==> src/rtl/cursor_move_scheduler.sv <==
// ============================================================================
// Module   : cursor_move_scheduler
// Brief    : Push-button cursor stepper. Base tick, 2-FF sync + debounce,
//            auto-repeat FSM emitting one-cycle per-axis step strobes.
//            Optional FAST repeat stage enabled by macro CURSOR_TURBO_EN.
// Revision : 1.0 - initial release
// ============================================================================
`default_nettype none

module cursor_move_scheduler #(
  parameter int TICK_DIV       = 500000,
  parameter int DEBOUNCE_TICKS = 2,
  parameter int REPEAT_DELAY   = 30,
  parameter int SLOW_PERIOD    = 4,
  parameter int FAST_PERIOD    = 1,
  parameter int FAST_AFTER     = 64
) (
  input  logic clk_in,
  input  logic rst_in,
  input  logic btn_east,
  input  logic btn_west,
  input  logic btn_north,
  input  logic btn_south,
  output logic step_x,
  output logic dir_x,
  output logic step_y,
  output logic dir_y,
  output logic moving,
  output logic tick_out
);

  localparam int c_TW = (TICK_DIV > 1) ? $clog2(TICK_DIV) : 1;
  localparam logic [c_TW-1:0] c_TICK_LAST = c_TW'(TICK_DIV - 1);

  localparam int c_DW = (DEBOUNCE_TICKS > 1) ? $clog2(DEBOUNCE_TICKS) : 1;
  localparam logic [c_DW-1:0] c_DB_LAST = c_DW'(DEBOUNCE_TICKS - 1);

  localparam int c_PER_MAX0 = (REPEAT_DELAY > SLOW_PERIOD) ? REPEAT_DELAY : SLOW_PERIOD;
  localparam int c_PER_MAX  = (c_PER_MAX0 > FAST_PERIOD) ? c_PER_MAX0 : FAST_PERIOD;
  localparam int c_PW       = (c_PER_MAX > 1) ? $clog2(c_PER_MAX) : 1;
  localparam logic [c_PW-1:0] c_DELAY_LAST = c_PW'(REPEAT_DELAY - 1);
  localparam logic [c_PW-1:0] c_SLOW_LAST  = c_PW'(SLOW_PERIOD - 1);

  localparam logic [1:0] c_S_IDLE  = 2'd0;
  localparam logic [1:0] c_S_DELAY = 2'd1;
  localparam logic [1:0] c_S_SLOW  = 2'd2;

`ifdef CURSOR_TURBO_EN
  localparam logic [1:0] c_S_FAST  = 2'd3;
  localparam int c_SW = $clog2(FAST_AFTER + 1);
  localparam logic [c_SW-1:0] c_FAST_AFTER = c_SW'(FAST_AFTER);
  localparam logic [c_PW-1:0] c_FAST_LAST  = c_PW'(FAST_PERIOD - 1);
`endif

  // button bit order: 0 east, 1 west, 2 north, 3 south
  localparam int c_E = 0;
  localparam int c_W = 1;
  localparam int c_N = 2;
  localparam int c_S = 3;

  logic [c_TW-1:0] r_tick_cnt;
  logic            w_tick;
  logic [3:0]      w_btn_raw;
  logic [3:0]      r_sync1;
  logic [3:0]      r_sync2;
  logic [3:0]      r_deb;
  logic [3:0]      w_deb_nxt;
  logic [c_DW-1:0] r_dbc     [4];
  logic [c_DW-1:0] w_dbc_nxt [4];

  logic            w_x_act;
  logic            w_x_dir;
  logic            w_y_act;
  logic            w_y_dir;
  logic            w_active;
  logic [3:0]      w_pat;

  logic [1:0]      r_state;
  logic [1:0]      w_state_nxt;
  logic [c_PW-1:0] r_per_cnt;
  logic [c_PW-1:0] w_per_nxt;
  logic [3:0]      r_pat;
  logic            w_issue;
  logic            r_step_x;
  logic            r_step_y;
  logic            r_dir_x;
  logic            r_dir_y;

`ifdef CURSOR_TURBO_EN
  logic [c_SW-1:0] r_stp_cnt;
  logic [c_SW-1:0] w_stp_nxt;
  logic [c_SW-1:0] w_stp_inc;
  assign w_stp_inc = (r_stp_cnt == c_FAST_AFTER) ? r_stp_cnt : r_stp_cnt + 1'b1;
`endif

  assign w_tick    = (r_tick_cnt == c_TICK_LAST);
  assign w_btn_raw = {btn_south, btn_north, btn_west, btn_east};

  always_ff @(posedge clk_in or posedge rst_in) begin
    if (rst_in) begin
      r_tick_cnt <= '0;
      r_sync1    <= '0;
      r_sync2    <= '0;
      r_deb      <= '0;
      for (int i = 0; i < 4; i++) r_dbc[i] <= '0;
    end else begin
      r_tick_cnt <= w_tick ? '0 : r_tick_cnt + 1'b1;
      r_sync1    <= w_btn_raw;
      r_sync2    <= r_sync1;
      r_deb      <= w_deb_nxt;
      for (int i = 0; i < 4; i++) r_dbc[i] <= w_dbc_nxt[i];
    end
  end

  // The FSM sees the debounced value being committed on this very tick,
  // so the first step follows the qualifying tick by one cycle.
  always_comb begin
    w_deb_nxt = r_deb;
    for (int i = 0; i < 4; i++) begin
      w_dbc_nxt[i] = r_dbc[i];
      if (w_tick) begin
        if (r_sync2[i] == r_deb[i]) begin
          w_dbc_nxt[i] = '0;
        end else if (r_dbc[i] == c_DB_LAST) begin
          w_deb_nxt[i] = ~r_deb[i];
          w_dbc_nxt[i] = '0;
        end else begin
          w_dbc_nxt[i] = r_dbc[i] + 1'b1;
        end
      end
    end
  end

  assign w_x_act  = w_deb_nxt[c_E] ^ w_deb_nxt[c_W];
  assign w_x_dir  = w_deb_nxt[c_E] & ~w_deb_nxt[c_W];
  assign w_y_act  = w_deb_nxt[c_S] ^ w_deb_nxt[c_N];
  assign w_y_dir  = w_deb_nxt[c_S] & ~w_deb_nxt[c_N];
  assign w_active = w_x_act | w_y_act;
  assign w_pat    = {w_x_act, w_x_dir, w_y_act, w_y_dir};

  always_ff @(posedge clk_in or posedge rst_in) begin
    if (rst_in) begin
      r_state   <= c_S_IDLE;
      r_per_cnt <= '0;
      r_pat     <= '0;
      r_step_x  <= 1'b0;
      r_step_y  <= 1'b0;
      r_dir_x   <= 1'b0;
      r_dir_y   <= 1'b0;
`ifdef CURSOR_TURBO_EN
      r_stp_cnt <= '0;
`endif
    end else begin
      r_state   <= w_state_nxt;
      r_per_cnt <= w_per_nxt;
      r_step_x  <= w_issue & w_x_act;
      r_step_y  <= w_issue & w_y_act;
`ifdef CURSOR_TURBO_EN
      r_stp_cnt <= w_stp_nxt;
`endif
      if (w_issue) begin
        r_pat <= w_pat;
        if (w_x_act) r_dir_x <= w_x_dir;
        if (w_y_act) r_dir_y <= w_y_dir;
      end
    end
  end

  always_comb begin
    w_state_nxt = r_state;
    w_per_nxt   = r_per_cnt;
    w_issue     = 1'b0;
`ifdef CURSOR_TURBO_EN
    w_stp_nxt   = r_stp_cnt;
`endif
    if (w_tick) begin
      if (r_state == c_S_IDLE) begin
        if (w_active) begin
          w_issue     = 1'b1;
          w_state_nxt = c_S_DELAY;
          w_per_nxt   = '0;
        end
      end else if (!w_active) begin
        w_state_nxt = c_S_IDLE;
        w_per_nxt   = '0;
      end else if (w_pat != r_pat) begin
        w_issue     = 1'b1;
        w_state_nxt = c_S_DELAY;
        w_per_nxt   = '0;
`ifdef CURSOR_TURBO_EN
        w_stp_nxt   = '0;
`endif
      end else begin
        case (r_state)
          c_S_DELAY: begin
            if (r_per_cnt == c_DELAY_LAST) begin
              w_issue     = 1'b1;
              w_state_nxt = c_S_SLOW;
              w_per_nxt   = '0;
`ifdef CURSOR_TURBO_EN
              w_stp_nxt   = '0;
`endif
            end else begin
              w_per_nxt = r_per_cnt + 1'b1;
            end
          end
          c_S_SLOW: begin
            if (r_per_cnt == c_SLOW_LAST) begin
              w_issue   = 1'b1;
              w_per_nxt = '0;
`ifdef CURSOR_TURBO_EN
              w_stp_nxt = w_stp_inc;
              if (w_stp_inc == c_FAST_AFTER) w_state_nxt = c_S_FAST;
`endif
            end else begin
              w_per_nxt = r_per_cnt + 1'b1;
            end
          end
`ifdef CURSOR_TURBO_EN
          c_S_FAST: begin
            if (r_per_cnt == c_FAST_LAST) begin
              w_issue   = 1'b1;
              w_per_nxt = '0;
            end else begin
              w_per_nxt = r_per_cnt + 1'b1;
            end
          end
`endif
          default: begin
            w_state_nxt = c_S_IDLE;
            w_per_nxt   = '0;
          end
        endcase
      end
    end
  end

  always_comb begin
    moving = (r_state != c_S_IDLE);
  end

  assign step_x   = r_step_x;
  assign step_y   = r_step_y;
  assign dir_x    = r_dir_x;
  assign dir_y    = r_dir_y;
  assign tick_out = w_tick;

endmodule

`default_nettype wire

==> config.mk <==
export PLATFORM = sky130hd
export DESIGN_NAME = cursor_move_scheduler
export DESIGN_NICKNAME = d
export VERILOG_FILES = /design/src/rtl/cursor_move_scheduler.sv
export SDC_FILE = /design/constraint.sdc
export NUM_CORES = 1
export LEC_CHECK = 0
export ABC_AREA = 1
export BUFFER_PORTS_ARGS = -buffer_cell sky130_fd_sc_hd__clkbuf_2
export CAP_MARGIN = 20
export CORE_MARGIN = 4
export CORE_UTILIZATION = 55
export DETAILED_ROUTE_END_ITERATION = 16
export PLACE_DENSITY = 0.72
export SLEW_MARGIN = 20
export SYNTH_ARGS = -nofsm -noshare
export SYNTH_HDL_FRONTEND = slang
export SYNTH_SLANG_ARGS = --single-unit
==> constraint.sdc <==
create_clock -name clk_in -period 3.1 [get_ports clk_in]
set_clock_uncertainty 0.1 [all_clocks]
set_input_delay 0.155 -clock clk_in [delete_from_list [all_inputs] [get_ports clk_in]]
set_output_delay 0.155 -clock clk_in [all_outputs]
set_load 0.1 [all_outputs]
==> impl_results.md <==
- Clk buf depth: 2
- Max-slew headroom: 0.443
- Finished Cell Area: between 2000 and 3000 um^2
- Minimum clock period: roughly 2900 ps
- Max Slew Vio Count: 0
- First-pass GRT wire length: between 8000 and 9000 um
- Top-count cell post-synth: nand2_1
- Critical path's slowest cell: dfrtp_1
- Unrepaired setup endpoints after global routing: true
- Number of global-route vias before repair: just under 2,000
- Worst EP required: approximately 3200 ps
- Detailed Place HPWL: ~3600 um
- Synth top area cells: dfrtp_1, nand2_1, inv_1
- Tot Pwr: ~1.1 mW
- Post-synth top area share: 0.471
- Diode count: 0
- Final WL: between 5000 and 6000 um
- Final setup viols: 0
- Gr usage total: 0.180
- HP Class: flip-flop to flip-flop
- Multi-input logic area: 1170 um^2
- TritonRoute pass-1 iters: 4
- # nets final: 376
- Peak Freq: between 300 and 400 MHz
- Sink Count: 50
- Final WS setup: approximately 240 ps
- Crit path DAT: 2990 ps
- DR DRC count: 0
- Initial Util: 0.566
- Fin util: 0.634
- #FFs+latches synth: 50
- Die width: approximately 77 um
- Gpl congestion: approximately 0.84
- Reg clk slew, reported paths: around 90 ps
- Status: completed
- # fillers: between 300 and 400
- Layout cells sized above 1: 0.138
- Worst-path maximum fanout: 6
- Grt total ovfl: 0
- Clock buffers created by TritonCTS: 5
- Io pins: 12
- Syn nets: between 300 and 400
- Total number of H-tree levels: 2
- Placement Setup Slack: ~53 ps
- Max-capacitance violation count: 0
- Share of the yosys chip area belonging to registers: 0.471
- Final hold vios: 0
- Die area: 6010 um^2
- Die H: between 70 and 80 um
- Cell Area, Synth: around 2700 um^2
- Syn avg cell area: 7.93 um^2
- Initial antenna violation count: 0
- Asr flop ratio synth: 1.00
- Worst setup path category: flip-flop to flip-flop
- Pwr Density: between 300 and 400 nW/um^2
- Core outline area: between 4000 and 5000 um^2
- Slew @ Worst Pin: roughly 830 ps
- DR WL/cell: between 10 and 15 um
- Sequential cell area: 1250 um^2
- Crit-path max cell delay: between 400 and 500 ps
- Leak: around 1.6 nW
- Flop2flop setup slack: 240 ps
- Clock Latency Late Sink: roughly 300 ps
- Vias/cell: between 5 and 6
- Top post-synthesis cells by count: nand2_1, inv_1, dfrtp_1, nor2_1, nand3_1
- DRT antenna net count: 0
- Post-synth EDFFs: 0
- Iter 0 DRT Violations: between 100 and 150
- Distinct cells, synth: 30
- Num rows: 25
- Setup crit end kind: flip-flop
- Crit-path cells: inv_1 > nand2_1 > nor2_2 > nand3_4 > nor2_4 > nand2_4 > o21ai_2 > inv_2 > ha_1 > inv_1 > nand2_1 > nand2_1 > nor2_2 > nand3_2 > inv_1 > nand2_1 > nand2_2 > nand2_1 > o21ai_1
- Synth Flop Type: dfrtp_1
- Crit share post-route: 0.923
- Root Buffer: clkbuf_8
- Layout area overhead: 11.9%
- Yosys warnings: 0
- CTS tree: done
- Largest net degree at the start of global routing: 51
- Port bufs: 11
- Via count: between 2,000 and 2,500
- Synth Instances: 335
- Dominant cell type by area after synthesis: dfrtp_1
- Placed Area: between 2000 and 3000 um^2
- Crit path launch type: flip-flop
- Most frequent CP cell: nand2_1
- Max VDD drop: around 230 uV
## timing repair
item,4_1_cts,5_1_grt
setup buffers,0,2
hold buffers,4,1
resized for setup,0,7
endpoints found under the setup margin,0,15
endpoints found under the hold margin,4,50
## cell usage in the layout (no fill, tap or decap), drive strengths merged, types with 2 or more instances in the layout
master,Yosys,routed
o21ai,15,15
nand4,11,11
clkinv,0,2
buf,3,6
o211ai,3,3
nor3,8,8
inv,65,64
nor2,41,42
nand2,91,91
a21oi,10,10
dfrtp,50,50
dlygate4sd3,0,5
clkbuf,0,18
nand3,17,17
mux2i,2,2
ha,8,8
xor2,7,7
## power by group
group	switching [mW]	total [mW]	internal, mW
combinational	0.0149	0.0224	0.00755
clock	0.213	0.393	0.181
sequential	0.00271	0.660	0.657
total	0.230	1.08	0.845
## cells by family after synthesis
group,Yosys count,share of synthesized area
xor+xnor,8,0.0264
simple gates,170,0.293
mux,2,0.00754
flops,50,0.471
buf+inv,68,0.103
fa+ha+maj,8,0.0377
compound gates,29,0.0612
## routing by layer
layer  routed length (um)  track usage
met5                    0            0
met4                   84       0.0694
met3                  143       0.0313
met2                 2460        0.306
met1                 2340        0.228
## cell type report
| class | instances | share of cell area |
|---|---|---|
| timing repair buffer | 22 | 0.0505 |
| sequential | 50 | 0.421 |
| clock inverter | 1 | 0.00168 |
| tap | 54 | 0.0227 |
| clock buffer | 7 | 0.0290 |
| inverter | 65 | 0.0825 |
| multi-input combinational | 218 | 0.393 |
## per-stage QoR
step	hold slack, ps	std cells	TNS (ps)
final	256	417	0
after global routing	261	417	-132
after CTS	12.7	413	0
after detailed placement	165	401	0
after global placement	164	401	0
after floorplan	86.4	335	0
## flip-flops by register name, indices dropped and copies added, names as in the netlist
| name | count |
|---|---|
| r_pat | 4 |
| r_per_cnt | 5 |
| r_deb | 4 |
| r_dbc | 4 |
| step_y | 1 |
| r_tick_cnt | 19 |
| step_x | 1 |
| dir_x | 1 |
| r_sync1 | 4 |
| r_sync2 | 4 |
| dir_y | 1 |
| r_state | 2 |
## final timing paths
path                                           from                      end  depth (start not counted)
min reg2reg                    r_sync1[3]$_DFF_PP0_     r_sync2[3]$_DFF_PP0_                          0
min                            r_sync1[3]$_DFF_PP0_     r_sync2[3]$_DFF_PP0_                          0
max                        r_tick_cnt[10]$_DFF_PP0_     r_pat[0]$_DFFE_PP0P_                         19
min in group asynchronous                    rst_in   r_state[0]$_DFFE_PP0P_                          3
max in group asynchronous                    rst_in  r_tick_cnt[4]$_DFF_PP0_                          3
max reg2reg                r_tick_cnt[10]$_DFF_PP0_     r_pat[0]$_DFFE_PP0P_                         19
## worst max-delay path, delay by kind of cell (launching register included)
kind	cells	cell delay (ps)
AOI/OAI and AO/OA	2	240
adders and majority gates	1	320
buffers and inverters	4	290
DFF	1	430
and+or+nand+nor	12	1430
Power figures use the tool's default switching activity.
